<file path="config.mk">
export PLATFORM = sky130hd
export DESIGN_NAME = pass_counter_flat
export DESIGN_NICKNAME = d
export VERILOG_FILES = /design/src/rtl/pass_counter_pkg.sv /design/src/rtl/pass_counter_if.sv /design/src/rtl/pass_counter_detector.sv /design/src/rtl/pass_counter.sv /design/src/flat_wrapper.sv
export SDC_FILE = /design/constraint.sdc
export NUM_CORES = 1
export LEC_CHECK = 0
export ABC_AREA = 1
export ABC_CLOCK_PERIOD_IN_PS = 5800
export CAP_MARGIN = 20
export CORE_ASPECT_RATIO = 0.5
export CORE_MARGIN = 3
export CORE_UTILIZATION = 50
export DETAILED_ROUTE_END_ITERATION = 8
export PLACE_DENSITY_LB_ADDON = 0.05
export SYNTH_ARGS = -nofsm -noshare
export SYNTH_HDL_FRONTEND = slang
export SYNTH_SLANG_ARGS = --single-unit
</file>
<file path="constraint.sdc">
create_clock -name clk -period 5.8 [get_ports clk]
set_input_delay 0.58 -clock clk [delete_from_list [all_inputs] [get_ports clk]]
set_output_delay 0.58 -clock clk [all_outputs]
set_load 0.01 [all_outputs]
</file>
<file path="src/rtl/pass_counter_pkg.sv">
// pass_counter_pkg
//   Shared definitions for the occupancy counter: the per-channel FSM state
//   encoding and a population-count helper used by the count merge.
package pass_counter_pkg;

    // Encoding 3'd7 is unused; the detector treats it as IDLE.
    typedef enum logic [2:0] {
        ST_IDLE     = 3'd0,
        ST_A_FIRST  = 3'd1,
        ST_B_FIRST  = 3'd2,
        ST_INC      = 3'd3,
        ST_DEC      = 3'd4,
        ST_GLITCH   = 3'd5,
        ST_WAIT_CLR = 3'd6
    } state_t;

    // Widest channel vector the helper accepts (N_CH is limited to 1..8).
    localparam int MAX_CH = 8;

    function automatic logic [3:0] popcount(input logic [MAX_CH-1:0] v);
        logic [3:0] n;
        n = '0;
        for (int i = 0; i < MAX_CH; i++) n = n + {3'b000, v[i]};
        return n;
    endfunction

endpackage

</file>
<file path="src/rtl/pass_counter_if.sv">
// pass_counter_if
//   Sensor inputs, clear, per-channel pulses and merged status of the
//   occupancy counter.
//   master: drives sensor_a/sensor_b/clear, observes everything else.
//   slave : the counter itself.
interface pass_counter_if #(
    parameter int N_CH  = 2,
    parameter int CNT_W = 8
);
    logic [N_CH-1:0]  sensor_a;
    logic [N_CH-1:0]  sensor_b;
    logic             clear;
    logic [N_CH-1:0]  inc_pulse;
    logic [N_CH-1:0]  dec_pulse;
    logic [N_CH-1:0]  glitch;
    logic [CNT_W-1:0] count;
    logic             full;
    logic             empty;
    logic             overflow;
    logic             underflow;

    modport master (
        output sensor_a, sensor_b, clear,
        input  inc_pulse, dec_pulse, glitch, count, full, empty, overflow, underflow
    );

    modport slave (
        input  sensor_a, sensor_b, clear,
        output inc_pulse, dec_pulse, glitch, count, full, empty, overflow, underflow
    );
endinterface

</file>
<file path="src/rtl/pass_counter_detector.sv">
// pass_detector
//   One sensor-pair channel: classifies a pass by which sensor rises first.
//   Ports:
//     i_clk, i_rst_n      clock, async active-low reset
//     i_a, i_b            outer / inner sensor (already synchronised)
//     o_inc, o_dec        one-cycle entry / exit pulse
//     o_glitch            one-cycle pulse when both sensors rose together
//   Outputs are pure state decodes, so there is no path from the sensors.
module pass_detector
    import pass_counter_pkg::*;
#(
    parameter int TIMEOUT = 1000
) (
    input  logic i_clk,
    input  logic i_rst_n,
    input  logic i_a,
    input  logic i_b,
    output logic o_inc,
    output logic o_dec,
    output logic o_glitch
);
    localparam int            TW     = $clog2(TIMEOUT);
    localparam logic [TW-1:0] T_LAST = TW'(TIMEOUT - 1);

    state_t        r_state;
    logic [TW-1:0] r_timer;

    always_ff @(posedge i_clk or negedge i_rst_n) begin
        if (!i_rst_n) begin
            r_state <= ST_IDLE;
            r_timer <= '0;
        end else begin
            case (r_state)
                ST_IDLE: begin
                    // A/B_FIRST are only entered from here, so zeroing the
                    // timer while idle clears it on every entry.
                    r_timer <= '0;
                    if (i_a && !i_b)      r_state <= ST_A_FIRST;
                    else if (i_b && !i_a) r_state <= ST_B_FIRST;
                    else if (i_a && i_b)  r_state <= ST_GLITCH;
                end
                ST_A_FIRST: begin
                    if (i_b)                    r_state <= ST_INC;
                    else if (r_timer == T_LAST) r_state <= ST_WAIT_CLR;
                    else                        r_timer <= r_timer + TW'(1);
                end
                ST_B_FIRST: begin
                    if (i_a)                    r_state <= ST_DEC;
                    else if (r_timer == T_LAST) r_state <= ST_WAIT_CLR;
                    else                        r_timer <= r_timer + TW'(1);
                end
                ST_INC, ST_DEC, ST_GLITCH: r_state <= ST_WAIT_CLR;
                // Hold here while either sensor is still covered so a long
                // occlusion cannot retrigger.
                ST_WAIT_CLR: if (!i_a && !i_b) r_state <= ST_IDLE;
                default:     r_state <= ST_IDLE;
            endcase
        end
    end

    assign o_inc    = (r_state == ST_INC);
    assign o_dec    = (r_state == ST_DEC);
    assign o_glitch = (r_state == ST_GLITCH);

endmodule

</file>
<file path="src/rtl/pass_counter.sv">
// pass_counter
//   Multi-channel occupancy counter. N_CH pass detectors feed a single
//   saturating count with full/empty status and sticky over/underflow.
//   Ports:
//     clk, rst_n   clock, async active-low reset
//     bus (slave)  sensor_a/sensor_b/clear in; inc_pulse/dec_pulse/glitch,
//                  count, full, empty, overflow, underflow out
module pass_counter
    import pass_counter_pkg::*;
#(
    parameter int N_CH      = 2,
    parameter int CNT_W     = 8,
    parameter int MAX_COUNT = 200,
    parameter int TIMEOUT   = 1000
) (
    input  logic           clk,
    input  logic           rst_n,
    pass_counter_if.slave  bus
);
    localparam int DW = $clog2(N_CH + 1) + 1;

    logic [N_CH-1:0]     w_inc;
    logic [N_CH-1:0]     w_dec;
    logic [N_CH-1:0]     w_gl;
    logic [3:0]          w_n_inc;
    logic [3:0]          w_n_dec;
    logic signed [DW-1:0] w_delta;
    int                  w_next;

    logic [CNT_W-1:0]    r_count;
    logic                r_ovf;
    logic                r_unf;

    generate
        for (genvar g = 0; g < N_CH; g++) begin : g_ch
            pass_detector #(.TIMEOUT(TIMEOUT)) u_det (
                .i_clk    (clk),
                .i_rst_n  (rst_n),
                .i_a      (bus.sensor_a[g]),
                .i_b      (bus.sensor_b[g]),
                .o_inc    (w_inc[g]),
                .o_dec    (w_dec[g]),
                .o_glitch (w_gl[g])
            );
        end
    endgenerate

    // Opposite-direction pulses net out before saturation is applied.
    assign w_n_inc = popcount(MAX_CH'(w_inc));
    assign w_n_dec = popcount(MAX_CH'(w_dec));
    assign w_delta = DW'(int'(w_n_inc) - int'(w_n_dec));
    assign w_next  = int'(r_count) + int'(w_delta);

    always_ff @(posedge clk or negedge rst_n) begin
        if (!rst_n) begin
            r_count <= '0;
            r_ovf   <= 1'b0;
            r_unf   <= 1'b0;
        end else if (bus.clear) begin
            // Clear wins and drops this cycle's delta.
            r_count <= '0;
            r_ovf   <= 1'b0;
            r_unf   <= 1'b0;
        end else if (w_next > MAX_COUNT) begin
            r_count <= CNT_W'(MAX_COUNT);
            r_ovf   <= 1'b1;
        end else if (w_next < 0) begin
            r_count <= '0;
            r_unf   <= 1'b1;
        end else begin
            r_count <= CNT_W'(w_next);
        end
    end

    assign bus.inc_pulse = w_inc;
    assign bus.dec_pulse = w_dec;
    assign bus.glitch    = w_gl;
    assign bus.count     = r_count;
    assign bus.full      = (r_count == CNT_W'(MAX_COUNT));
    assign bus.empty     = (r_count == '0);
    assign bus.overflow  = r_ovf;
    assign bus.underflow = r_unf;

endmodule
</file>
<file path="src/flat_wrapper.sv">
// flat-port wrapper written by rule: the top's interface ports become plain ports
module pass_counter_flat import pass_counter_pkg::*;
#(
    parameter int N_CH      = 2,
    parameter int CNT_W     = 8,
    parameter int MAX_COUNT = 200,
    parameter int TIMEOUT   = 1000
)
  (clk, rst_n, bus_sensor_a, bus_sensor_b, bus_clear, bus_inc_pulse, bus_dec_pulse, bus_glitch, bus_count, bus_full, bus_empty, bus_overflow, bus_underflow);
  pass_counter_if #(.N_CH(N_CH), .CNT_W(CNT_W)) bus_i ();
  input  logic clk;
  input  logic rst_n;
  input wire logic [$bits(bus_i.sensor_a)-1:0] bus_sensor_a;
  input wire logic [$bits(bus_i.sensor_b)-1:0] bus_sensor_b;
  input wire logic [$bits(bus_i.clear)-1:0] bus_clear;
  output wire logic [$bits(bus_i.inc_pulse)-1:0] bus_inc_pulse;
  output wire logic [$bits(bus_i.dec_pulse)-1:0] bus_dec_pulse;
  output wire logic [$bits(bus_i.glitch)-1:0] bus_glitch;
  output wire logic [$bits(bus_i.count)-1:0] bus_count;
  output wire logic [$bits(bus_i.full)-1:0] bus_full;
  output wire logic [$bits(bus_i.empty)-1:0] bus_empty;
  output wire logic [$bits(bus_i.overflow)-1:0] bus_overflow;
  output wire logic [$bits(bus_i.underflow)-1:0] bus_underflow;
  assign bus_i.sensor_a = bus_sensor_a;
  assign bus_i.sensor_b = bus_sensor_b;
  assign bus_i.clear = bus_clear;
  assign bus_inc_pulse = bus_i.inc_pulse;
  assign bus_dec_pulse = bus_i.dec_pulse;
  assign bus_glitch = bus_i.glitch;
  assign bus_count = bus_i.count;
  assign bus_full = bus_i.full;
  assign bus_empty = bus_i.empty;
  assign bus_overflow = bus_i.overflow;
  assign bus_underflow = bus_i.underflow;
  pass_counter #(.N_CH(N_CH), .CNT_W(CNT_W), .MAX_COUNT(MAX_COUNT), .TIMEOUT(TIMEOUT)) u_core (.clk(clk), .rst_n(rst_n), .bus(bus_i));
endmodule
</file>
**After elaboration in Yosys (flattened, before gate mapping)**

Index checks and enable logic that the tools add are counted.
W data, S select, Z words.

- $add $sub $neg: 6
- Magnitude comparators: 2
- Equality and inequality tests: 24
- Multiplexer cells: 32
- Reductions and logical operators: 26

Operator list:

| operator | number |
|---|---|
| $mux W10 | 6 |
| $pmux W10 S3 | 2 |
| $mux W3 | 14 |
| $gt A32 B9 Y1 const B | 1 |
| $lt A32 B1 Y1 const B | 1 |
| $pmux W3 S5 | 2 |
| $mux W8 | 3 |
| $add A10 B1 Y10 const B | 2 |
| $eq A10 B10 Y1 const B | 2 |
| $eq A3 B3 Y1 const B | 6 |
| $ne A2 B2 Y1 const B | 7 |
| $eq A3 B2 Y1 const B | 4 |
| $add A9 B3 Y10 | 1 |
| $eq A8 B8 Y1 const B | 1 |
| $logic_and A1 B1 Y1 | 8 |
| $logic_not A8 Y1 | 1 |
| $ne A4 B4 Y1 const B | 2 |
| $eq A3 B1 Y1 const B | 2 |
| $logic_not A3 Y1 | 2 |
| $reduce_and A2 Y1 | 3 |
| $reduce_and A3 Y1 | 2 |
| $reduce_bool A3 Y1 | 2 |
| $reduce_or A3 Y1 | 2 |
| $mux W1 | 5 |
| other kinds (4) | 9 |

- Flip-flop bits (word level): 36
- Input bits: 7
- Output and inout port bits: 18

**Depth between registers and ports, before layout**

- Word-level depth: 8
- Gate-level depth with buffers: 23
- Depth with buffers taken out: 22

**Cells and area by module**

Synthesis repeated with hierarchy kept, for this count alone.

- Cells, all modules: 473
- Area, all modules: 3238.1 um2

By module, submodules not included:

| module | instances | cells an instance | area an instance (um2) |
|---|---|---|---|
| pass_detector | 2 | 155 | 1091.0 |
| pass_counter | 1 | 163 | 1056.0 |

**Least setup slack after synthesis**

Ideal clock, no wire load.

- Kind: reg-to-reg
- Start: reg u_core.g_ch[0].u_det.r_state[2]
- End: reg u_core.r_count[3] (netlist: u_core.bus.count[3])
- Setup time: 0.117 ns
- Data arrival time: 2.922 ns
- Required time: 5.683 ns
- Setup slack: 2.761 ns
- Cell stages (with the launch flop): 19
- Path buffers: 1
- Clock period less this slack: 3.039 ns
- Path through: dfrtp_1 -> buf_2 -> nor3_1 -> inv_1 -> fa_1 -> inv_1 -> ha_1 -> inv_1 -> ha_1 -> fa_1 -> nand2_1 -> a21oi_1 -> nor2_1 -> nor2_1 -> nand2_1 -> nand2_1 -> nand2_1 -> nand2_2 -> nand2_1

- Cells in the longest elaborated chain, start to end: 8
- Elaborated cells between the ends (all ways): 11

Ends and longest elaborated chain:

| item | RTL line | RTL |
|---|---|---|
| start, declared | pass_counter_detector.sv:25 | `state_t r_state;` |
| start signal, assigned | pass_counter_detector.sv:30 | `r_state <= ST_IDLE;` |
| start signal, assigned | pass_counter_detector.sv:38 | `if (i_a && !i_b) r_state <= ST_A_FIRST;` |
| start signal, assigned | pass_counter_detector.sv:39 | `else if (i_b && !i_a) r_state <= ST_B_FIRST;` |
| $eq A3 B2 Y1 (*) | pass_counter_detector.sv:61 | `assign o_inc = (r_state == ST_INC);` |
| via u_core.g_ch[0].u_det.o_inc | pass_counter_detector.sv:18 | `output logic o_inc,` |
| $add A1 B1 Y2 (*) | pass_counter_pkg.sv:23 | `for (int i = 0; i < MAX_CH; i++) n = n + {3'b000, v[i]};` |
| $sub A2 B2 Y3 (*) | pass_counter.sv:51 | `assign w_delta = DW'(int'(w_n_inc) - int'(w_n_dec));` |
| $add A9 B3 Y10 (*) | pass_counter.sv:52 | `assign w_next = int'(r_count) + int'(w_delta);` |
| $lt A32 B1 Y1 | pass_counter.sv:67 | `end else if (w_next < 0) begin` |
| $mux W8 | pass_counter.sv:67 |  |
| $mux W8 (*) | pass_counter.sv:64 | `end else if (w_next > MAX_COUNT) begin` |
| $mux W8 (*) | pass_counter.sv:59 | `end else if (bus.clear) begin` |
| end signal, assigned | pass_counter.sv:65 | `r_count <= CNT_W'(MAX_COUNT);` |
| end signal, assigned | pass_counter.sv:71 | `r_count <= CNT_W'(w_next);` |
| end, declared | pass_counter.sv:30 | `logic [CNT_W-1:0] r_count;` |

Mark *: on every way through the listed nets, which the timed path passes. The rest lies on a longest branch.
A chain may end at the register's enable or synchronous reset.

**Worst setup path in the final report**

- Start: reg u_core.g_ch[0].u_det.r_state[1]
- End: reg u_core.r_ovf (netlist: u_core.bus.overflow)

- Cells in the longest elaborated chain, start to end: 6
- Elaborated cells between the ends (all ways): 8

Ends and longest elaborated chain:

| item | RTL line | RTL |
|---|---|---|
| $eq A3 B2 Y1 or $eq A3 B3 Y1 (tied branches) | pass_counter_detector.sv:61, pass_counter_detector.sv:62 |  |
| $add A1 B1 Y2 | pass_counter_pkg.sv:23 |  |
| $sub A2 B2 Y3 (*) | pass_counter.sv:51 |  |
| $add A9 B3 Y10 (*) | pass_counter.sv:52 |  |
| $gt A32 B9 Y1 (*) | pass_counter.sv:64 |  |
| $reduce_bool A2 Y1 (no line) (*) | - |  |
| end signal, assigned | pass_counter.sv:57 | `r_ovf <= 1'b0;` |
| end signal, assigned | pass_counter.sv:62 | `r_ovf <= 1'b0;` |
| end signal, assigned | pass_counter.sv:66 | `r_ovf <= 1'b1;` |
| end, declared | pass_counter.sv:31 | `logic r_ovf;` |

Every way passes the cells marked *; elsewhere a longest branch is shown, timed or not.

==> metrics.txt <==
status completed; Final Cycle Share roughly 63%; post_cts resized 0; end of the critical path u_core.bus.overflow; Hold WC Path Type input pin to asynchronous set/reset pin; Worst path most repeated cell nand2_1; initial antenna violation count 0; Clock Skew roughly 0.0066 ns; Core Region 0.00527 mm²; DIE WIDTH 114 µm; Post-CTS Setup Bufs 0; register area 901 µm²; Worst R2R Path Depth 21; global-route wire length before repair 11,400 µm; Max-cap violations 0; Vias/cell roughly 5.3; Worst Setup SP u_core.g_ch[0].u_det.r_state[1]; reg2reg setup slack 2.14 ns; Seq/Total Area, Yosys 30.8%; prevailing post-synth register cell dfrtp_1; critical path, cell by cell inv_1 -> nor3_1 -> inv_1 -> fa_1 -> inv_1 -> ha_1 -> inv_1 -> ha_1 -> inv_2 -> nand2_1 -> nand2_1 -> nor2_2 -> nand2_1 -> nand3_1 -> nand2_1 -> nor2_1 -> nand2_1 -> nand2_1 -> nand2_1 -> nand2_2 -> nand2_1; GRT Util Overall 20.3%; unrepaired setup endpoints after global routing no; Synth Cell Area ~0.0029 mm²; Final Hold Fails 0; worst skew pair latency 0.28 ns; # hold bufs at CTS 0; # port buffers 24; Async SR Flop Fraction 100%; clk slew on worst S/H paths 0.06 ns; DP Area 0.00317 mm²; CP bufs+invs 5; Die Ht between 60 and 70 µm; CTS Sinks 36; Detailed Place HPWL about 5000 µm; worst rel slew slack 45.2%; PwrDens 514 mW/mm²; Util after Layout 62.9%; 1st-pass router iterations 7; CP max stage cell ha_1; GPL Wtd Cong 0.995; Multi-input gate area ~0.0017 mm²; crit-path max cell delay 0.60 ns; Cells after Synth 431; Max rail drop VDD around 0.00032 V; share of layout cells above drive strength 1 between 7 and 8%; via count 2,760; CTS tree built; Pleak between 1.5 and 2 nW; DR WL/cell 12.3 µm; Ports 25; Worst Path Class, Setup flop to flop; final instance count without filler cells 522; CP endpoint kind flop; Setup-failing EPs final 0; CP required slightly below 6 ns; pin count of the biggest net entering global routing 37; FP Rows 18; largest cells by area after synthesis dfrtp_1, nand2_1, inv_1; vias in the first global route 2,632; syn avg cell area 6.78 µm²; # H-tree levels 2; DR DRC count 0; Netlist cell types 32; Crit Reg-Reg Startpoint u_core.g_ch[0].u_det.r_state[1]; Yosys reg bits 36; Startpoint Class flop; Top delay family on crit path simple AND/OR/NAND/NOR gates; Net Count, Synth between 400 and 500; fraction of post-synthesis cell area in the top cell type by area 30.8%; Root Buffer clkbuf_16; Max Root-Sink Buffers 2; setup TNS 0 ns; actual slew at the worst max-slew pin 0.822 ns; Arrival @ worst endpoint about 3.8 ns; fillers 476; # diodes 0; Final Instance Area approximately 0.0033 mm²; Post-synth EDFFs 0; fin nets approximately 480; post-route ant nets 0; Peak Freq 0.273 GHz; Iter 0 DRT Violations 286; final slew viol count 0; crit-path max FO 15; Synth area leader dfrtp_1; DIE AREA 0.00685 mm²; placed insts 514; Levels on crit path 21; Initial Util 55.4%; CTS Buf Count 5; routed wire length ~6400 µm; reg2reg end u_core.bus.overflow; fin crit period between 3 and 4 ns; Syn. warnings 0; Overflow after GRT 0; synthesis-to-finish area growth 13.5%
==> logic make-up after synthesis <==
logic type                 Yosys count  share of synthesized area, %
adders and majority gates           17                          7.79
and+or+nand+nor                    242                          38.7
xor gates and xnor gates             7                          2.10
buffers and inverters               83                          11.9
DFF                                 36                          30.8
AOI/OAI and AO/OA                   46                          8.69
==> report_power, final <==
part	internal (mW)	leakage (nW)	switching (mW)	total, mW
clock network	0.169	0.0766	0.0982	0.267
registers	0.307	0.484	0.0707	0.377
logic	0.365	1.10	0.695	1.06
total	0.841	1.66	0.863	1.70
==> routing by layer <==
metal  vias up  GRT usage, %  wire length [µm]
met2        73          35.9              3040
met1      1265          26.3              3020
met3         8          4.04               291
met4         0          4.40                59
met5         -             0                 0
li1       1414             -                 -
==> stage by stage <==
step	setup WS [ns]	hold slack [ns]	power, mW
finish	2.14	0.402	1.70
global placement	2.29	0.487	1.40
floorplan	2.76	0.284	1.19
detailed placement	2.18	0.513	1.43
global route	1.74	0.463	1.88
CTS	2.17	0.433	1.71
==> flip-flops by register name, summed over array words and instances, names as in the netlist <==
| name | count |
|---|---|
| u_core.g_ch.u_det.r_timer | 20 |
| u_core.g_ch.u_det.r_state | 6 |
| u_core.bus.overflow | 1 |
| u_core.bus.underflow | 1 |
| u_core.bus.count | 8 |
==> area by class of cell <==
| class | count | area share [%] |
|---|---|---|
| clock inverters | 2 | 0.302 |
| repair buffers | 24 | 7.09 |
| multi-input cells | 312 | 50.5 |
| clock buffers | 6 | 4.19 |
| flip-flops and latches | 36 | 27.2 |
| inverters | 72 | 8.15 |
| well taps | 70 | 2.64 |
==> cell usage in the layout, fill, tap and decap left out, types with 4 or more instances in the layout <==
cell,n
nand2_1,106
nand3_1,35
inv_1,69
nor2_2,4
xor2_1,6
nor3_1,18
dfrtp_1,36
nand4_1,12
nand2_2,8
clkbuf_16,5
ha_1,15
nor2_1,43
a21oi_1,12
o21ai_0,29
clkdlybuf4s50_1,23
==> cells in the mapped netlist, types with 2 or more instances <==
master,number
a21oi_1,12
buf_2,4
buf_4,6
dfrtp_1,36
fa_1,2
ha_1,15
inv_1,69
inv_2,3
nand2_1,106
nand2_2,8
nand2_4,3
nand3_1,35
nand3b_1,2
nand4_1,12
nor2_1,43
nor2_2,4
nor2_4,2
nor3_1,18
nor4_1,3
o21ai_0,29
or2_2,3
xor2_1,6
==> worst min path at each step <==
stage	startpoint	end	slack, ns	cells after the start
2_1_floorplan	rst_n	u_core.bus.count[0]	0.28	0
3_3_place_gp	u_core.bus.overflow	u_core.bus.overflow	0.49	2
3_5_place_dp	u_core.g_ch[1].u_det.r_timer[1]	u_core.g_ch[1].u_det.r_timer[1]	0.51	2
4_1_cts	rst_n	u_core.g_ch[0].u_det.r_timer[0]	0.43	1
5_1_grt	rst_n	u_core.g_ch[0].u_det.r_timer[0]	0.46	1
6_report	rst_n	u_core.g_ch[1].u_det.r_timer[7]	0.40	1
No activity file was read; power rests on OpenSTA's default activity.
